--- config.mk ---
export PLATFORM = sky130hd
export DESIGN_NAME = mem_iface
export DESIGN_NICKNAME = d
export VERILOG_FILES = /design/src/rtl/mem_iface.sv
export SDC_FILE = /design/constraint.sdc
export NUM_CORES = 1
export LEC_CHECK = 0
export BUFFER_PORTS_ARGS = -buffer_cell sky130_fd_sc_hd__buf_2
export CAP_MARGIN = 20
export CORE_MARGIN = 4
export CORE_UTILIZATION = 52
export CTS_CLUSTER_DIAMETER = 40
export DETAILED_ROUTE_END_ITERATION = 8
export PLACE_DENSITY = 0.85
export SLEW_MARGIN = 20
export SYNTH_ARGS = -nofsm -noshare
export SYNTH_HDL_FRONTEND = slang
export SYNTH_SLANG_ARGS = --single-unit
export TNS_END_PERCENT = 10
--- constraint.sdc ---
create_clock -name clk -period 7.6 [get_ports clk]
set_input_delay 0.76 -clock clk [delete_from_list [all_inputs] [get_ports clk]]
set_output_delay 0.76 -clock clk [all_outputs]
set_load 0.1 [all_outputs]
--- src/rtl/mem_iface.sv ---
// mem_iface: multi-cycle control unit to wait-stated word RAM bridge over a req/ack bus.
// Optional ack watchdog when MEM_TIMEOUT_EN is defined (limit TIMEOUT cycles).
// Ports: clk, rst (async, active high); control side ram_re, ram_we, fetch,
// addr, funct3, wdata -> busy, rdata, rdata_valid, fault; bus side mem_req,
// mem_we, mem_addr, mem_wstrb, mem_wdata -> mem_rdata, mem_ack.
module mem_iface #(
  parameter int AW      = 32,
  parameter int TIMEOUT = 255
) (
  input  logic          clk,
  input  logic          rst,
  input  logic          ram_re,
  input  logic          ram_we,
  input  logic          fetch,
  input  logic [AW-1:0] addr,
  input  logic [2:0]    funct3,
  input  logic [31:0]   wdata,
  output logic          busy,
  output logic [31:0]   rdata,
  output logic          rdata_valid,
  output logic          fault,
  output logic          mem_req,
  output logic          mem_we,
  output logic [AW-3:0] mem_addr,
  output logic [3:0]    mem_wstrb,
  output logic [31:0]   mem_wdata,
  input  logic [31:0]   mem_rdata,
  input  logic          mem_ack
);
  typedef enum logic [1:0] {IDLE, REQ, DONE} state_t;
  state_t state, state_n;
  logic [AW-1:0] a_q;
  logic [2:0] f3_q;
  logic we_q, fault_q, strobe, mis, to_hit;
  logic [31:0] wd_q, sh, ld;
  logic [1:0] sz;
  // A simultaneous write wins, so fetch only forces word width on a pure read.
  assign strobe = ram_re | ram_we;
  assign sz = (ram_re & fetch & ~ram_we) ? 2'd2 : funct3[1:0];
  assign mis = (sz == 2'd1 & addr[0]) | (sz[1] & |addr[1:0]);
`ifdef MEM_TIMEOUT_EN
  localparam int CW = ($clog2(TIMEOUT + 1) > 8) ? $clog2(TIMEOUT + 1) : 8;
  logic [CW-1:0] cnt;
  always_ff @(posedge clk or posedge rst)
    if (rst) cnt <= '0;
    else cnt <= (state == REQ) ? cnt + 1'b1 : '0;
  assign to_hit = (state == REQ) & ~mem_ack & (cnt == CW'(TIMEOUT - 1));
`else
  assign to_hit = 1'b0;
`endif
  always_comb begin
    state_n = state;
    if (state == IDLE) state_n = strobe ? (mis ? DONE : REQ) : IDLE;
    else if (state == REQ) state_n = (mem_ack | to_hit) ? DONE : REQ;
    else state_n = IDLE;
  end
  // Load lane selection; word accesses are aligned so the shift is zero for them.
  assign sh = mem_rdata >> {a_q[1:0], 3'b000};
  assign ld = (f3_q[1:0] == 2'd0) ? {{24{~f3_q[2] & sh[7]}}, sh[7:0]} :
              (f3_q[1:0] == 2'd1) ? {{16{~f3_q[2] & sh[15]}}, sh[15:0]} : sh;
  always_ff @(posedge clk or posedge rst)
    if (rst) begin
      state   <= IDLE;
      a_q     <= '0;
      f3_q    <= '0;
      we_q    <= 1'b0;
      wd_q    <= '0;
      fault_q <= 1'b0;
      rdata   <= '0;
    end else begin
      state <= state_n;
      if (state == IDLE && strobe) begin
        a_q     <= addr;
        f3_q    <= (ram_re & fetch & ~ram_we) ? 3'b010 : funct3;
        we_q    <= ram_we;
        wd_q    <= (sz == 2'd0) ? {4{wdata[7:0]}} : (sz == 2'd1) ? {2{wdata[15:0]}} : wdata;
        fault_q <= mis;
        if (mis) rdata <= '0;
      end
      if (state == REQ && mem_ack && !we_q) rdata <= ld;
      if (to_hit) begin
        fault_q <= 1'b1;
        rdata   <= '0;
      end
    end
  assign busy        = (state == REQ) | (state == IDLE & strobe);
  assign mem_req     = state == REQ;
  assign mem_we      = mem_req & we_q;
  assign mem_addr    = a_q[AW-1:2];
  assign mem_wdata   = wd_q;
  assign mem_wstrb   = ~mem_we ? 4'b0000 :
                       (f3_q[1:0] == 2'd0) ? 4'b0001 << a_q[1:0] :
                       (f3_q[1:0] == 2'd1) ? 4'b0011 << a_q[1:0] : 4'b1111;
  assign rdata_valid = state == DONE;
  assign fault       = rdata_valid & fault_q;
endmodule

* Word level (Yosys, flattened, before mapping)
Index checks and enable logic that the tools add are counted.
** Word-level totals
- Bits in registers :: 103
- Logic and storage cells :: 56
- Input port bits :: 105
** Operators by class
- Reduce and logical (&&, ||, !) cells :: 11
- Bitwise gates (word level) :: 14
- Mux-type cells :: 17
- Shift-type cells :: 3
- Equality and inequality tests :: 4
** Operator list (count)
- 32-bit 2-to-1 mux :: 7
- 32-bit by 5-bit >> shifter with 32-bit output :: 1
- 2-bit 2-to-1 mux :: 6
- 4-bit 2-to-1 mux :: 3
- 1-bit bitwise AND :: 9
- 2-bit by 1-bit == test with 1-bit output, second input constant :: 3
- 2-bit logical NOT :: 3
- 2-bit nonzero test :: 2
- 1-bit by 2-bit left shift with 4-bit output, first input constant :: 1
- 2-bit by 2-bit left shift with 4-bit output, first input constant :: 1
- 1-bit logical AND :: 3
- 3-bit 2-to-1 mux :: 1
- 1-bit bitwise OR :: 3
- 2-bit == test, second input constant :: 1
- 1-bit inverter :: 2
- 2-bit AND reduction :: 1
- 2-bit OR reduction :: 1
- 1-bit logical NOT :: 1

* Longest topological paths before layout
Gate-level depths: netlist (run 1).
- Depth in word-level cells :: 9
- Mapped depth :: 7
- Depth with buffers taken out :: 6

* Worst setup path after synthesis (run 1)
No wires, ideal clock.
- Path kind :: register to output
- From :: register state[1]
- To :: output mem_wstrb[0]
- Path slack :: 3999 ps
- Data arrival time :: 2841 ps
- Cell stages (with the launch flop) :: 4
- Data required time :: 6840 ps
- Cells stage by stage :: dfrtp_1 -> and2b_1 -> nand2_1 -> nor2_1
** On the way
- Longest elaborated chain between the ends :: 3
** Ends and longest elaborated chain
- start: declaration :: line 31 : state_t state, state_n;
- start signal: assignment :: line 71 : state <= state_n;
- 2-bit by 1-bit == test with 1-bit output :: line 87 : assign mem_req = state == REQ;
- named net mem_req :: line 22 : output logic mem_req,
- 1-bit bitwise AND :: line 88 : assign mem_we = mem_req & we_q;
- 4-bit 2-to-1 mux :: line 91 : assign mem_wstrb = ~mem_we ? 4'b0000 :
- end: declaration :: line 25 : output logic [3:0] mem_wstrb,
The timed path passes the listed nets, and every way through them passes these cells.

* Worst setup path in the final report (run 1)
- From :: register a_q[1]
- To :: output mem_wstrb[2]
** On the way
- Longest elaborated chain between the ends :: 4
- Elaborated cells on any way between the ends :: 5
** Ends and longest elaborated chain
- start: declaration :: line 32 : logic [AW-1:0] a_q;
- start signal: assignment :: line 73 : a_q <= addr;
- 2-bit by 2-bit left shift with 4-bit output :: line 93 : (f3_q[1:0] == 2'd1) ? 4'b0011 << a_q[1:0] : 4'b1111;
- 4-bit 2-to-1 mux :: line 93
- 4-bit 2-to-1 mux * :: line 92 : (f3_q[1:0] == 2'd0) ? 4'b0001 << a_q[1:0] :
- 4-bit 2-to-1 mux * :: line 91
Every way passes the cells marked *; elsewhere a longest branch is shown, timed or not.

==> reports/qor.csv, run 1 <==
metric,value,unit
unrepaired setup endpoints after global routing,no,
CP top delay family,flip-flops,
Hold Crit Class,in -> async,
"CTS clk-pin slew, worst paths",0.10,ns
I/O pins,208,
largest area contributor in the netlist,dfrtp_1,
fin nets,794,
most common cell in the netlist,nand2_1,
"FFs w/ async S/R, synth",100,%
number of max-cap violations,0,
post-cts resize count,0,
Total Wirelength,13500,um
DR DRC count,0,
H-tree Lvls,3,
synth cell count leaders,"nand2_1 (151), dfrtp_1 (103), mux2i_1 (41)",
critical path arrival,2.68,ns
initial antenna violation count,0,
DP HPWL,10100,um
endpoints failing hold,0,
Setup TNS Final,0,ns
CP Capture Type,output port,
grt ovf,0,
latest clock arrival within the worst-skew pair,0.36,ns
flop2flop setup slack,5.09,ns
crit path cell chain,inv_1 > ha_1 > a211oi_1 > nor2_1 > buf_2,
CTS tree,yes,
die height,107,um
worst flop-to-flop path endpoint,rdata[31]$_DFFE_PP0P_,
# diodes,0,
Critical R2R Launch,a_q[1]$_DFFE_PP0P_,
Buffers on Ports,207,
Worst-Margin Slew,1.10,ns
syn_area_per_cell,9.79,sq um
post-route antenna net violation count,0,
Final setup viols,0,
synthesized cell area,5130,sq um
critical path class,reg -> out,
Worst R2R Path Depth,4,
outcome,"finished, final reports clean",
DR pass1 iterations,5,
largest net degree at the start of global routing,77,
"Max stage delay cell, worst path",dfrtp_1,
Yosys cell types,44,
Slew HR,26.9,%
post-route setup slack,4.16,ns
WL/cell,16.5,um
WP buf/inv,2,
Synth top area share,50.2,%
Std-Cell Rows,35,
worst path required time,6.84,ns
hold-fix buffers at CTS,0,
final setup skew,0.0189,ns
Syn Nets,633,
vias in the first global route,4302,
clk buf depth,2,
critical path peak fanout,28,
die area,11500,sq um
Slew Limit Fails,0,
worst slack at placement,4.58,ns
Setup crit start kind,register,
fmax,291,MHz
Ys Warns,0,
"Seq/Total Area, Yosys",50.2,%
clk sinks,103,
GRT Total Usage,23.7,%
share of post-route cells with drive strength above 1,35.7,%
Synth Register Bits,103,
Initial DRC Count,145,
first-pass GRT wire length,21700,um
detail-routed via count per cell,5.37,
CP max stage delay,1.07,ns
top_reg_cell synth,dfrtp_1,
Post-synth EDFFs,0,
cells after synthesis,524,
Starting Density,54.5,%
RePlAce Congestion,0.836,
Period minus WS final,3.44,ns
largest cells by area after synthesis,"dfrtp_1 (50%), nand2_1 (11%), mux2i_1 (8.0%)",
Inserted Clock Buffers,9,
Core Region,9420,sq um
DIE WIDTH,107,um
vias,4400,
CTS root buffer,clkbuf_8,
Tcrit/Tclk final,45.2,%
P&R area growth vs syn,21.2,%
post-CTS setup buffer count,0,
[routing by layer]
metal | GRT usage, % | part of all wire [%] | vias to the layer above
met5 | 0 | 0 | -
met4 | 5.30 | 1.1 | 0
met3 | 7.62 | 8.7 | 11
met2 | 39.1 | 48 | 178
met1 | 30.6 | 42 | 2124
li1 | - | - | 2087
[final cells by class]
cell class	count	area [sq um]
multi-input combinational	352	2140
clock inverter	5	104
clock buffer	11	131
fill	776	3200
inverter	7	28.8
timing repair buffer	212	1070
sequential	103	2580
tap	129	161
[how the worst max path moves through the flow]
stage                  startpoint            to  slack [ns]  depth (start not counted)
2_1_floorplan  state[1]$_DFF_PP0_  mem_wstrb[0]        4.00                          3
3_3_place_gp   a_q[1]$_DFFE_PP0P_  mem_wstrb[2]        4.62                          5
3_5_place_dp   a_q[1]$_DFFE_PP0P_  mem_wstrb[2]        4.58                          5
4_1_cts        a_q[1]$_DFFE_PP0P_  mem_wstrb[2]        4.17                          5
5_1_grt        a_q[1]$_DFFE_PP0P_  mem_wstrb[2]        4.01                          5
6_report       a_q[1]$_DFFE_PP0P_  mem_wstrb[2]        4.16                          5
[per-stage QoR]
step | std cells | hold slack, ns | cell area, sq um | util, %
6_report | 819 | 0.374 | 6220 | 66.0
5_1_grt | 819 | 0.382 | 6220 | 66.0
4_1_cts | 819 | 0.369 | 6220 | 66.0
3_5_place_dp | 803 | 0.458 | 5980 | 63.5
3_3_place_gp | 803 | 0.455 | 5980 | 63.5
2_1_floorplan | 524 | 0.441 | 5130 | -
[cells by family (layout without fill, tap and decap cells)]
group / Yosys count / in the layout / share of synthesized area, %
fa+ha+maj: 4 / 4 / 0.976
buf+inv: 69 / 235 / 8.20
flops: 103 / 103 / 50.2
simple gates: 197 / 197 / 16.4
compound gates: 101 / 101 / 14.0
mux: 50 / 50 / 10.2
[sequential cells by signal (all words and copies together), names as in the netlist]
register and count:
rdata 32, fault_q 1, f3_q 3, mem_wdata 32, state 2, a_q 32, we_q 1
[worst register-to-register path, cell delays in order, from the launching register on]
cell and delay (ns):
dfrtp_1 1.07, mux2i_1 0.40, mux2i_1 0.12, o2111a_1 0.46, a221o_1 0.36
[cells in the final DEF, fill, tap and decap left out, types with 5 or more instances in the layout]
master      n
nand2_1   151
mux2i_1    41
dfrtp_1   103
o21ai_0    17
buf_4       5
clkbuf_8    9
buf_2     207
mux2_2      8
a22o_1     11
nand3_1     8
nor2_1     18
a221o_1    16
inv_1       5
o21ai_1    25
a21oi_1    13
Power of run 1 is not shown: default switching activity piles up to over one toggle a cycle in this logic, so the estimate is an artifact.
==> run 2, diff against run 1 <==
--- a/config.mk
+++ b/config.mk
@@ -8,10 +8,10 @@
 export BUFFER_PORTS_ARGS = -buffer_cell sky130_fd_sc_hd__buf_2
 export CAP_MARGIN = 20
 export CORE_MARGIN = 4
-export CORE_UTILIZATION = 52
+export CORE_UTILIZATION = 44
 export CTS_CLUSTER_DIAMETER = 40
 export DETAILED_ROUTE_END_ITERATION = 8
-export PLACE_DENSITY = 0.85
+export PLACE_DENSITY = 0.77
 export SLEW_MARGIN = 20
 export SYNTH_ARGS = -nofsm -noshare
 export SYNTH_HDL_FRONTEND = slang
==> constraint.sdc (replaced) <==
create_clock -name clk -period 2.9 [get_ports clk]
set_input_delay 0.29 -clock clk [delete_from_list [all_inputs] [get_ports clk]]
set_output_delay 0.29 -clock clk [all_outputs]
set_load 0.1 [all_outputs]
==> run 2 against run 1 <==
  * Core utilization decreased by 10 points
  * Count of clock-buffer cells in the layout decreased by 2
  * Design area increased by 2.0%
==> reports/qor.csv, run 2 (synthesis results as in run 1) <==
metric,value,unit,change
post-route cell area,6340,sq um,+2.0%
"commonest non-fill, non-tap cell in the layout",buf_2,,
Worst-Margin Slew,0.810,ns,-0.287 ns
Critical R2R Launch,a_q[0]$_DFFE_PP0P_,,
final setup skew,0.00689,ns,-0.0120 ns
share of post-route cells with drive strength above 1,36.3,%,+0.62 points
Slew Limit Fails,0,,unchanged
flop2flop setup slack,0.90,ns,-4.19 ns
latest clock arrival within the worst-skew pair,0.34,ns,-0.02 ns
Total Wirelength,14100,um,+4.2%
clk buf depth,2,,unchanged
DP Area,6040,sq um,+1.0%
"Max stage delay cell, worst path",dfrtp_1,,
"CTS clk-pin slew, worst paths",0.07,ns,-0.03 ns
DR pass1 iterations,4,,-1
CP Capture Type,output port,,
endpoints failing hold,0,,unchanged
detail-routed via count per cell,5.34,,-0.52%
GRT Total Usage,21.2,%,-2.5 points
post-CTS setup buffer count,0,,unchanged
Initial DRC Count,243,,+68%
vias,4468,,+1.5%
Starting Density,44.9,%,-9.6 points
CP max stage delay,0.65,ns,-0.42 ns
most frequent cells in the layout,"buf_2 (207), nand2_1 (151), dfrtp_1 (103)",,
P&R area growth vs syn,23.6,%,
post-route antenna net violation count,0,,unchanged
Std-Cell Rows,39,,+11%
CTS root buffer,clkbuf_16,,
WL/cell,16.8,um,+2.1%
DIE WIDTH,116,um,+8.1%
largest net degree at the start of global routing,62,,-19%
Inserted Clock Buffers,9,,unchanged
critical path arrival,2.17,ns,-0.51 ns
hold-fix buffers at CTS,0,,unchanged
fin nets,796,,+0.25%
Worst R2R Path Depth,4,,unchanged
Tcrit/Tclk final,84.9,%,
Period minus WS final,2.46,ns,
critical path class,reg -> out,,
number of max-cap violations,0,,unchanged
clk sinks,103,,unchanged
Slew HR,46.0,%,+19 points
critical path peak fanout,15,,-46%
outcome,"finished, final reports clean",,
die height,116,um,+8.1%
worst path required time,2.61,ns,-4.23 ns
CTS tree,yes,,
DP HPWL,10800,um,+7.2%
vias in the first global route,4548,,+5.7%
Core Region,11400,sq um,+21%
Buffers on Ports,207,,unchanged
Worst setup endpoint,mem_wstrb[2],,
crit path cell chain,inv_1 > ha_1 > a211oi_1 > nor2_1 > buf_2,,
unrepaired setup endpoints after global routing,no,,
Final setup viols,0,,unchanged
post-cts resize count,0,,unchanged
DR DRC count,0,,unchanged
Setup crit start kind,register,,
RePlAce Congestion,0.869,,+3.9%
grt ovf,0,,unchanged
first-pass GRT wire length,22600,um,+3.9%
fmax,406,MHz,
Hold Crit Class,in -> async,,
die area,13500,sq um,+17%
H-tree Lvls,3,,unchanged
CP startpoint,a_q[0]$_DFFE_PP0P_,,
initial antenna violation count,3,,+3
I/O pins,208,,unchanged
worst flop-to-flop path endpoint,rdata[15]$_DFFE_PP0P_,,
-- run 2: final cells by class --
class / instances / area (sq um)
Antenna cell: 1 / 2.50
Fill cell: 1033 / 5080
Multi-Input combinational cell: 352 / 2140
Tap cell: 143 / 179
Timing Repair Buffer: 214 / 1110
Clock buffer: 9 / 225
Sequential cell: 103 / 2580
Inverter: 7 / 30.0
Clock inverter: 7 / 72.6
-- run 2: metrics by stage --
stage	hold WS, ns	setup TNS [ns]	utilization [%]	setup slack (ns)	instances
2_1_floorplan	0.395	-0.924	-	-0.231	524
3_3_place_gp	0.400	0	52.9	0.785	819
3_5_place_dp	0.403	0	52.9	0.708	819
4_1_cts	0.0380	0	55.5	0.441	835
5_1_grt	0.0660	0	55.5	0.306	835
6_report	0.0257	0	55.5	0.437	836
-- run 2: layer usage --
metal | GRT usage (%) | up-vias | routed length [um]
met2 | 35.1 | 177 | 6860
met4 | 6.19 | 6 | 190
met3 | 7.42 | 21 | 1340
met5 | 0 | - | 33
li1 | - | 2101 | -
met1 | 26.2 | 2163 | 5650
-- run 2: worst min path at each step --
| stage | startpoint | end | slack [ns] |
|---|---|---|---|
| after floorplan | addr[10] | a_q[10]$_DFFE_PP0P_ | 0.40 |
| after global placement | rst | mem_wdata[20]$_DFFE_PP0P_ | 0.40 |
| after detailed placement | rst | mem_wdata[20]$_DFFE_PP0P_ | 0.40 |
| after CTS | rst | mem_wdata[20]$_DFFE_PP0P_ | 0.04 |
| after global routing | rst | mem_wdata[23]$_DFFE_PP0P_ | 0.07 |
| final | rst | mem_wdata[20]$_DFFE_PP0P_ | 0.03 |
-- run 2: worst max-delay path: cells and delay by family (launching register included) --
| family | cells | cell delay, ns |
|---|---|---|
| buffers and inverters | 2 | 0.68 |
| DFF | 1 | 0.65 |
| adders and majority gates | 1 | 0.34 |
| and+or+nand+nor | 1 | 0.11 |
| AOI/OAI and AO/OA | 1 | 0.06 |
Power of run 2 is left out for the same reason.
==> run 3, diff against run 2 <==
==> constraint.sdc (replaced) <==
create_clock -name clk -period 2.1 [get_ports clk]
set_input_delay 0.21 -clock clk [delete_from_list [all_inputs] [get_ports clk]]
set_output_delay 0.21 -clock clk [all_outputs]
set_load 0.1 [all_outputs]
==> run 3 against run 2 <==
  * The flow now finishes with violations (negative hold slack)
  * Non-clock buffer count increased by 3
  * Critical path type unchanged
  * Worst setup slack got worse by 0.31 ns
  * Wire length is 0.26% lower
  * Die area did not move
  * Flip-flop and latch count unchanged
  * Worst hold slack worse by 0.065 ns
  * Register-to-register slack got worse by 0.62 ns
  * Core utilization is 0.84 points higher
  * Highest routed layer unchanged
==> reports/qor.csv, run 3 (synthesis results as in run 1) <==
metric,value,unit,change
outcome,finished with violations,,
failing checks,negative hold slack,,
Critical R2R Launch,a_q[1]$_DFFE_PP0P_,,
# diodes,0,,-1
worst flop-to-flop path endpoint,rdata[16]$_DFFE_PP0P_,,
vias in the first global route,4452,,-2.1%
most frequent cells in the layout,"buf_2 (202), nand2_1 (151), dfrtp_1 (100)",,
initial antenna violation count,1,,-2
Setup crit start kind,register,,
Slew Limit Fails,0,,unchanged
post-CTS setup buffer count,0,,unchanged
DIE WIDTH,116,um,unchanged
Tcrit/Tclk final,93.9,%,
CP startpoint,state[1]$_DFF_PP0_,,
Total Wirelength,14000,um,-0.26%
clk buf depth,2,,unchanged
Worst setup endpoint,mem_wstrb[0],,
critical path arrival,1.76,ns,-0.41 ns
I/O pins,208,,unchanged
unrepaired setup endpoints after global routing,no,,
Worst R2R Path Depth,4,,unchanged
post-cts resize count,5,,+5
Hold WS,-0.0390,ns,-0.0647 ns
Starting Density,44.9,%,unchanged
Slew HR,60.1,%,+14 points
number of max-cap violations,0,,unchanged
post-layout util,56.4,%,+0.84 points
share of post-route cells with drive strength above 1,37.6,%,+1.3 points
CTS root buffer,clkbuf_16,,
Initial DRC Count,312,,+28%
first-pass GRT wire length,22700,um,+0.52%
Non-Filler Instances,837,,+0.12%
Hold Crit Class,in -> async,,
die height,116,um,unchanged
CTS tree,yes,,
flop2flop setup slack,0.28,ns,-0.62 ns
DP HPWL,10400,um,-3.4%
Buffers on Ports,207,,unchanged
Std-Cell Rows,39,,unchanged
post-route antenna net violation count,0,,unchanged
H-tree Lvls,3,,unchanged
largest net degree at the start of global routing,104,,+68%
vias,4421,,-1.1%
WL/cell,16.8,um,-0.38%
DP Area,6110,sq um,+1.2%
DR pass1 iterations,5,,+1
Worst-Margin Slew,0.598,ns,-0.212 ns
worst path required time,1.89,ns,-0.72 ns
Filler cells,1026,,-0.68%
"CTS clk-pin slew, worst paths",0.07,ns,about the same
DR DRC count,0,,unchanged
GRT Total Usage,21.3,%,+0.16 points
latest clock arrival within the worst-skew pair,0.34,ns,about the same
critical path class,reg -> out,,
endpoints failing hold,8,,+8
clk sinks,103,,unchanged
P&R area growth vs syn,25.5,%,
Period minus WS final,1.97,ns,
post-route cell area,6440,sq um,+1.5%
RePlAce Congestion,0.878,,+1.0%
hold-fix buffers at CTS,0,,unchanged
CP Capture Type,output port,,
Final setup viols,0,,unchanged
detail-routed via count per cell,5.28,,-1.2%
fmax,507,MHz,
fin nets,799,,+0.38%
Core Region,11400,sq um,unchanged
"commonest non-fill, non-tap cell in the layout",buf_2,,
grt ovf,0,,unchanged
Inserted Clock Buffers,9,,unchanged
# placed instances,822,,+0.37%
die area,13500,sq um,unchanged
critical path peak fanout,7,,-8
final setup skew,0.00437,ns,-0.00252 ns
==> run 3: cell types whose count changed in the layout (fill, tap and decap cells not counted), sizes merged <==
cell	delta
clkinv	-2
clkinvlp	-1
clkbuf	+4
inv	-1
buf	+2
diode	-1
==> run 3: worst min path at each step <==
| stage | to | slack, ns | depth (start not counted) |
|---|---|---|---|
| 2_1_floorplan | a_q[10]$_DFFE_PP0P_ | 0.32 | 2 |
| 3_3_place_gp | mem_wdata[14]$_DFFE_PP0P_ | 0.40 | 3 |
| 3_5_place_dp | a_q[9]$_DFFE_PP0P_ | 0.40 | 3 |
| 4_1_cts | a_q[13]$_DFFE_PP0P_ | 0.04 | 3 |
| 5_1_grt | mem_wdata[21]$_DFFE_PP0P_ | 0.03 | 3 |
| 6_report | mem_wdata[21]$_DFFE_PP0P_ | -0.04 | 3 |
==> run 3: area by class of cell <==
cell class	instances	area (sq um)	area share [%]
flip-flops and latches	103	2580	40.1
multi-input cells	352	2170	33.7
repair buffers	217	1180	18.3
clock buffers	12	256	3.98
well taps	143	179	2.78
clock inverters	3	42.5	0.661
inverters	7	30.0	0.466
==> run 3: worst max-delay path: stages (launching register included) <==
cell and delay [ns]:
dfrtp_1 0.46, and2b_2 0.29, nand2_1 0.21, nor2_2 0.16
buf_4 0.29
==> run 3: metrics by stage <==
stage | setup TNS [ns] | setup slack [ns] | hold WS (ns)
3_5_place_dp | 0 | 0.210 | 0.404
2_1_floorplan | -0.879 | -0.271 | 0.315
4_1_cts | 0 | 0.0169 | 0.0427
5_1_grt | 0 | 0.0102 | 0.0273
6_report | 0 | 0.129 | -0.0390
3_3_place_gp | 0 | 0.328 | 0.398
==> run 3: metal layers <==
metal / GRT usage, % / up-vias / routed length (um)
met5: 0 / - / 13
met4: 7.66 / 2 / 238
met3: 6.37 / 18 / 1270
met2: 33.6 / 181 / 6720
met1: 28.0 / 2125 / 5770
li1: - / 2095 / -
Power of run 3 is left out for the same reason.
